**config.mk**
```make
export PLATFORM = sky130hd
export DESIGN_NAME = iomem_gpio_disp
export DESIGN_NICKNAME = d
export VERILOG_FILES = /design/src/rtl/iomem_gpio_disp.sv
export SDC_FILE = /design/constraint.sdc
export NUM_CORES = 1
export LEC_CHECK = 0
export ABC_AREA = 1
export CAP_MARGIN = 15
export CORE_MARGIN = 4
export CORE_UTILIZATION = 40
export CTS_CLUSTER_DIAMETER = 80
export CTS_CLUSTER_SIZE = 25
export DETAILED_ROUTE_END_ITERATION = 16
export DONT_BUFFER_PORTS = 1
export GPL_TIMING_DRIVEN = 0
export PLACE_DENSITY = 0.59
export SYNTH_ARGS = -nofsm -noshare
export SYNTH_HDL_FRONTEND = slang
export SYNTH_SLANG_ARGS = --single-unit
```
**constraint.sdc**
```tcl
create_clock -name clk -period 6.1 [get_ports clk]
set_clock_uncertainty 0.2 [all_clocks]
set_input_delay 0.915 -clock clk [delete_from_list [all_inputs] [get_ports clk]]
set_output_delay 0.915 -clock clk [all_outputs]
set_load 0.01 [all_outputs]
```
**src/rtl/iomem_gpio_disp.sv**
```systemverilog
// iomem GPIO/display peripheral: LED reg, debounced switches, 7-seg scanner, IRQ.
// Ports: clk/resetn, iomem_* bus slave, sw in, led/seg/an/irq out.
module iomem_gpio_disp #(
    parameter logic [7:0] BASE_HI  = 8'h03,
    parameter int         N_SW     = 16,
    parameter int         N_LED    = 16,
    parameter int         N_DIGITS = 4,
    parameter int         SCAN_DIV = 100000,
    parameter int         DEB_DIV  = 500000
) (
    input  logic                clk,
    input  logic                resetn,
    input  logic                iomem_valid,
    output logic                iomem_ready,
    input  logic [3:0]          iomem_wstrb,
    input  logic [31:0]         iomem_addr,
    input  logic [31:0]         iomem_wdata,
    output logic [31:0]         iomem_rdata,
    input  logic [N_SW-1:0]     sw,
    output logic [N_LED-1:0]    led,
    output logic [6:0]          seg,
    output logic [N_DIGITS-1:0] an,
    output logic                irq
);

    localparam int IW  = (N_DIGITS > 1) ? $clog2(N_DIGITS) : 1;
    localparam int SCW = $clog2(SCAN_DIV);
    localparam int DCW = $clog2(DEB_DIV);
    localparam int DW  = 4 * N_DIGITS;

    function automatic logic [6:0] hex7(input logic [3:0] h);
        case (h)
            4'h0: hex7 = 7'h3F;
            4'h1: hex7 = 7'h06;
            4'h2: hex7 = 7'h5B;
            4'h3: hex7 = 7'h4F;
            4'h4: hex7 = 7'h66;
            4'h5: hex7 = 7'h6D;
            4'h6: hex7 = 7'h7D;
            4'h7: hex7 = 7'h07;
            4'h8: hex7 = 7'h7F;
            4'h9: hex7 = 7'h6F;
            4'hA: hex7 = 7'h77;
            4'hB: hex7 = 7'h7C;
            4'hC: hex7 = 7'h39;
            4'hD: hex7 = 7'h5E;
            4'hE: hex7 = 7'h79;
            default: hex7 = 7'h71;
        endcase
    endfunction

    logic [N_SW-1:0]  sw_s1, sw_s2, sw_smp, sw_deb, deb_n, agree;
    logic [DW-1:0]    disp_q;
    logic [1:0]       ctrl_q;
    logic             pend_q;
    logic [SCW-1:0]   scan_cnt;
    logic [DCW-1:0]   deb_cnt;
    logic [IW-1:0]    idx;

    logic             sel, wr, deb_tick, deb_chg, scan_wrap, w1c;
    logic [2:0]       off;
    logic [31:0]      wmask, rd_n, led_x, sw_x, disp_x;
    logic [3:0]       nib;
    logic [N_DIGITS-1:0] an_n;

    logic unused_bits;
    assign unused_bits = ^{iomem_addr[23:5], iomem_addr[1:0], iomem_wdata, wmask};

    always_comb begin
        sel   = iomem_valid && !iomem_ready && (iomem_addr[31:24] == BASE_HI);
        wr    = sel && (iomem_wstrb != 4'b0000);
        off   = iomem_addr[4:2];
        wmask = {{8{iomem_wstrb[3]}}, {8{iomem_wstrb[2]}},
                 {8{iomem_wstrb[1]}}, {8{iomem_wstrb[0]}}};
        w1c   = wr && (off == 3'd4) && iomem_wstrb[0] && iomem_wdata[0];

        led_x  = '0;
        led_x[N_LED-1:0] = led;
        sw_x   = '0;
        sw_x[N_SW-1:0] = sw_deb;
        disp_x = '0;
        disp_x[DW-1:0] = disp_q;

        case (off)
            3'd0:    rd_n = led_x;
            3'd1:    rd_n = sw_x;
            3'd2:    rd_n = disp_x;
            3'd3:    rd_n = {30'd0, ctrl_q};
            3'd4:    rd_n = {31'd0, pend_q};
            default: rd_n = '0;
        endcase
    end

    // A switch bit only moves once two consecutive ticks saw the same level.
    always_comb begin
        deb_tick = (deb_cnt == DCW'(DEB_DIV - 1));
        agree    = ~(sw_smp ^ sw_s2);
        deb_n    = deb_tick ? ((sw_deb & ~agree) | (sw_s2 & agree)) : sw_deb;
        deb_chg  = (deb_n != sw_deb);
    end

    always_comb begin
        scan_wrap = (scan_cnt == SCW'(SCAN_DIV - 1));
        nib  = '0;
        an_n = '1;
        for (int k = 0; k < N_DIGITS; k++) begin
            if (idx == IW'(k)) begin
                nib     = disp_q[4*k +: 4];
                an_n[k] = 1'b0;
            end
        end
    end

    always_ff @(posedge clk or negedge resetn) begin
        if (!resetn) begin
            iomem_ready <= 1'b0;
            iomem_rdata <= '0;
            led         <= '0;
            disp_q      <= '0;
            ctrl_q      <= '0;
        end else begin
            iomem_ready <= sel;
            if (sel) iomem_rdata <= rd_n;
            if (wr) begin
                case (off)
                    3'd0: led <= (led & ~wmask[N_LED-1:0]) |
                                 (iomem_wdata[N_LED-1:0] & wmask[N_LED-1:0]);
                    3'd2: disp_q <= (disp_q & ~wmask[DW-1:0]) |
                                    (iomem_wdata[DW-1:0] & wmask[DW-1:0]);
                    3'd3: if (iomem_wstrb[0]) ctrl_q <= iomem_wdata[1:0];
                    default: ;
                endcase
            end
        end
    end

    always_ff @(posedge clk or negedge resetn) begin
        if (!resetn) begin
            sw_s1   <= '0;
            sw_s2   <= '0;
            sw_smp  <= '0;
            sw_deb  <= '0;
            deb_cnt <= '0;
            pend_q  <= 1'b0;
            irq     <= 1'b0;
        end else begin
            sw_s1   <= sw;
            sw_s2   <= sw_s1;
            deb_cnt <= deb_tick ? '0 : deb_cnt + DCW'(1);
            if (deb_tick) sw_smp <= sw_s2;
            sw_deb  <= deb_n;
            // A fresh change wins over a simultaneous clear.
            if (deb_chg)  pend_q <= 1'b1;
            else if (w1c) pend_q <= 1'b0;
            irq     <= pend_q & ctrl_q[1];
        end
    end

    always_ff @(posedge clk or negedge resetn) begin
        if (!resetn) begin
            scan_cnt <= '0;
            idx      <= '0;
            an       <= '1;
            seg      <= 7'h7F;
        end else begin
            scan_cnt <= scan_wrap ? '0 : scan_cnt + SCW'(1);
            if (scan_wrap)
                idx <= (idx == IW'(N_DIGITS - 1)) ? '0 : idx + IW'(1);
            an  <= ctrl_q[0] ? an_n : '1;
            seg <= ctrl_q[0] ? ~hex7(nib) : 7'h7F;
        end
    end

endmodule

```
# [Word-level counts from Yosys, hierarchy flattened]
# Memories as Yosys holds them, arrays and structs flattened.
# Cells that the tools add are included.
[totals] reg_bits=182 rom_bits=112 elab_cells=76 n_memories=1
[op_classes] add_sub_neg=3 n_eq_ne=11 n_mux=17 n_bitwise=14 n_reduce_logical=14
[memory_table] name="(no name shown)" depth=16 word_bits=7 rd=1 rd_ports_with_merged_regs=0 wr=0 line_no="32" source="case (h)"
[ops] op="$and 16x16->16" count=5
[ops] op="$pmux 16 s5" count=1
[ops] op="$not 16->16" count=3
[ops] op="$or 16x16->16" count=3
[ops] op="$mux 4" count=5
[ops] op="$add 19x1->19 const B" count=1
[ops] op="$eq 19x19->1 const B" count=1
[ops] op="$mux 19" count=1
[ops] op="$add 17x1->17 const B" count=1
[ops] op="$eq 17x17->1 const B" count=1
[ops] op="$mux 17" count=1
[ops] op="$mux 16" count=1
[ops] op="$ne 16x16->1" count=1
[ops] op="$xor 16x16->16" count=1
[ops] op="$eq 8x2->1 const B" count=1
[ops] op="$mux 7" count=1
[ops] op="$not 7->7" count=1
[ops] op="$eq 3x2->1 const B" count=2
[ops] op="$logic_and 1x1->1" count=6
[ops] op="$mux 1" count=6
[ops] op="$eq 2x2->1 const B" count=2
[ops] op="$reduce_and 2->1" count=2
[ops] op="$reduce_bool 4->1" count=1
[ops] op="$eq 3x1->1 const B" count=1
[ops] op="10 further kinds" count=10

# [Longest topological paths before layout]
[depth] word_depth=9 depth_mapped=13

# [Worst setup path before layout]
# Ideal clock, no wire load.
[synth_path] path_type="input -> register" from="in iomem_addr[31]" to="reg iomem_rdata[12]" setup_ns=0.135 arrival_ns=1.906 path_slack_ns=3.859 cell_stages=7 cell_sequence="nor2_1 -> nand2_1 -> or3_1 -> clkbuf_1 -> buf_2 -> nand2_1 -> o21ai_0"
[synth_between] elab_chain_cells=2
[synth_rtl] item="start, declared" line_no="16" source="input logic [31:0] iomem_addr,"
[synth_rtl] item="$eq 8x2->1" line_no="70" source="sel = iomem_valid && !iomem_ready && (iomem_addr[31:24] == BASE_HI);"
[synth_rtl] item="$logic_and 1x1->1" line_no="70"
[synth_rtl] item="end signal, assigned" line_no="123" source="if (sel) iomem_rdata <= rd_n;"
[synth_rtl] item="end, declared" line_no="18" source="output logic [31:0] iomem_rdata,"
# No other way between the ends.
# A chain may end at the register's enable or synchronous reset.

# [Worst setup path after layout]
[layout_path] from="reg idx[0]" to="reg seg[2]"
[layout_between] elab_chain_cells=8 elab_cells_between_ends=11 cone_classes="eq/ne (3); mux (5); bitwise (1); reduce/logical (1); memory (1)"
[layout_rtl] item="start, declared" line_no="58" source="logic [IW-1:0] idx;"
[layout_rtl] item="start signal, assigned" line_no="168" source="idx <= (idx == IW'(N_DIGITS - 1)) ? '0 : idx + IW'(1);"
[layout_rtl] item="$logic_not 2->1" line_no="107" source="if (idx == IW'(k)) begin"
[layout_rtl] item="$mux 4 (3 in a row)" line_no="107"
[layout_rtl] item="$mux 4 *" line_no="107"
[layout_rtl] item="$mem_v2 16x7 *"
[layout_rtl] item="$not 7->7 *" line_no="170" source="seg <= ctrl_q[0] ? ~hex7(nib) : 7'h7F;"
[layout_rtl] item="$mux 7 *" line_no="170"
[layout_rtl] item="end signal, assigned" line_no="170"
[layout_rtl] item="end, declared" line_no="21" source="output logic [6:0] seg,"
# Mark *: on every way between the ends. The rest lies on a longest branch, timed or not.

==> impl_metrics.tcl <==
set metrics [dict create \
    status "finished, final reports clean" \
    area_growth_pct 12.6 \
    worstPathArrival_ns 2.71 \
    post-route-min-period_ns 2.59 \
    ys_seq_elements 166 \
    postCtsHoldBufs 1 \
    placed_cells_incl_taps 1197 \
    worstSetupPathType "flop to flop" \
    power_uw 2220 \
    slew_violations 0 \
    grt_pass1_wl_um 30800 \
    clk_pin_slew_ns 0.06 \
    slowest_delay_ns 0.61 \
    die_h_um 148 \
    dp_hpwl_um 13800 \
    drtIter0Drc 412 \
    worstHoldPathType "primary input to async pin" \
    ant_nets 0 \
    cp-end-kind "flop" \
    drc_errors 0 \
    via_per_inst 4.92 \
    clk_path_buf_depth 2 \
    worstSetupStartpointType "flop" \
    post_drt_wl_per_cell_um 15.3 \
    yosysSeqAreaShare_pct 53.3 \
    cts_resized 0 \
    n_antenna_cell 0 \
    p_leak_uw 0.00421 \
    synth_cell_types 40 \
    grt_pass1_vias 5769 \
    cts_made_buffers 17 \
    cp-startpoint "idx[0]$_DFFE_PN0N_" \
    antenna_found_initial 0 \
    drive_gt1_share_pct 10.2 \
    syn_inst 922 \
    rsz0062_at_grt "false" \
    die_x_um 148 \
    crit_slowest_cell "o21ai_0" \
    gr-total-overflow 0 \
    yosys_warnings 0 \
    path_cells "ha_1, buf_2, inv_1, o21ai_0, inv_1, ha_1, inv_1, a21oi_1, o21ai_0" \
    layout.cells.non_filler 1230 \
    reg2reg_to "seg[2]$_DFF_PN1_" \
    layout.cells.most_common "nand2_1" \
    htree_num_levels 4 \
    numPortBuffers 0 \
    routabilityCongestion 0.845 \
    num-nets-final 1056 \
    die_area_um2 21900 \
    timing.rr.start "idx[0]$_DFFE_PN0N_" \
    post-route-period-util_pct 42.4 \
    crit_top_cell "inv_1" \
    final.setup.worst_slack_ns 3.51 \
    fmax_mhz 387 \
    drt_wl_total_um 18900 \
    drtPass1Iterations 5 \
    power.density_nw_per_um2 252 \
    cts_tree "built" \
    syn_area_per_cell_um2 8.49 \
    num-fill-cells 1825 \
    rows 50 \
    layout_common_cells "205 x nand2_1, 155 x dfrtp_1, 138 x inv_1" \
    synth_async_sr_flop_share_pct 100 \
    path_max_fanout 9 \
    pre_cts_ws_ns 3.51 \
    relSlewSlack_pct 43.8 \
    clk_latency_ns 0.43 \
    grt_usage_pct 18.0 \
    ys.flop_type "dfrtp_1" \
    critPathCapture "seg[2]$_DFF_PN1_" \
    cap_viol_max_count 0 \
    worstPathRequired_ns 6.23 \
    core_um2 19000 \
    setup_viol_count_final 0 \
    via_count 6056 \
    fin_setup_tns_ns 0 \
    grt_max_degree 156 \
    post_cts_buffers 0 \
    reg2reg_slack_ns 3.51 \
    rr_worst_depth 9 \
    cts_sinks 166 \
    ioPinCount 148 \
    start_util_pct 41.3 \
    hold_viol 0 \
    synth_area_um2 7830 \
    worst_slew_pin_slew_ns 0.843 \
    root_buffer "clkbuf_16" \
    peakVddDrop_mv 0.206 \
    synth_edf_count 0 \
]
how the worst min path moves through the flow:
stage / end / start / slack, ns / cells past startpoint
floorplan: sw_s2[0]$_DFF_PN0_ / sw_s1[0]$_DFF_PN0_ / 0.13 / 0
finish: seg[4]$_DFF_PN1_ / resetn / 0.13 / 0
detailed placement: sw_s2[10]$_DFF_PN0_ / sw_s1[10]$_DFF_PN0_ / 0.13 / 0
CTS: an[1]$_DFF_PN1_ / resetn / 0.11 / 0
global route: seg[4]$_DFF_PN1_ / resetn / 0.11 / 0
global placement: sw_s2[1]$_DFF_PN0_ / sw_s1[1]$_DFF_PN0_ / 0.13 / 0
per-layer routing:
layer / up-vias / share of wire (%) / global-route usage [%]
li1: 3030 / - / -
met1: 2830 / 48 / 25.7
met2: 177 / 42 / 25.6
met3: 19 / 8.6 / 6.65
met4: 0 / 1.4 / 5.36
met5: - / 0 / 0
Yosys cell counts, drive strengths merged, types with 9 or more instances:
cell / count / area (um2)
ha: 12 / 150
nand4: 17 / 113
a221oi: 14 / 123
a21oi: 36 / 180
nor3: 12 / 92.6
nand2: 210 / 801
nor2: 79 / 322
dfrtp: 155 / 3880
xor2: 9 / 78.8
inv: 140 / 526
nand3: 44 / 225
buf: 34 / 240
dfstp: 11 / 289
o21ai: 115 / 576
area by class of cell:
class	instances	area, um2	area share (%)
buffer	40	263	2.98
clock buffer	20	457	5.18
clock inverter	12	119	1.35
inverter	140	526	5.97
multi-input combinational	591	2930	33.2
sequential	166	4170	47.3
tap	260	325	3.69
timing repair buffer	1	27.5	0.312
where the power goes:
part	internal, uW	switching [uW]
clock network	590	458
registers	1110	7.39
logic	13.6	38.6
worst max-delay path: cells and delay by family (launching register included):
family / cells / cell delay [ns]
AOI/OAI and AO/OA: 3 / 0.95
buffers and inverters: 4 / 0.51
adders and majority gates: 2 / 0.41
DFF: 1 / 0.41
stage by stage:
stage	util (%)	area [um2]	hold slack [ns]
after floorplan	-	7880	0.131
after global placement	43.3	8210	0.133
after detailed placement	43.3	8210	0.135
after CTS	46.5	8810	0.108
after global routing	46.5	8810	0.106
final	46.5	8810	0.132
kinds of logic (layout without fill, tap and decap cells):
group           count (synthesis)  after routing  share of synthesized area [%]
xor+xnor                        9              9                           1.01
simple gates                  375            375                           20.9
fa+ha+maj                      16             16                           2.43
compound gates                175            175                           12.2
buf+inv                       180            213                           10.1
flops                         166            166                           53.3
other cells                     1             16                         0.0479
(Power assumes the default switching activity.)
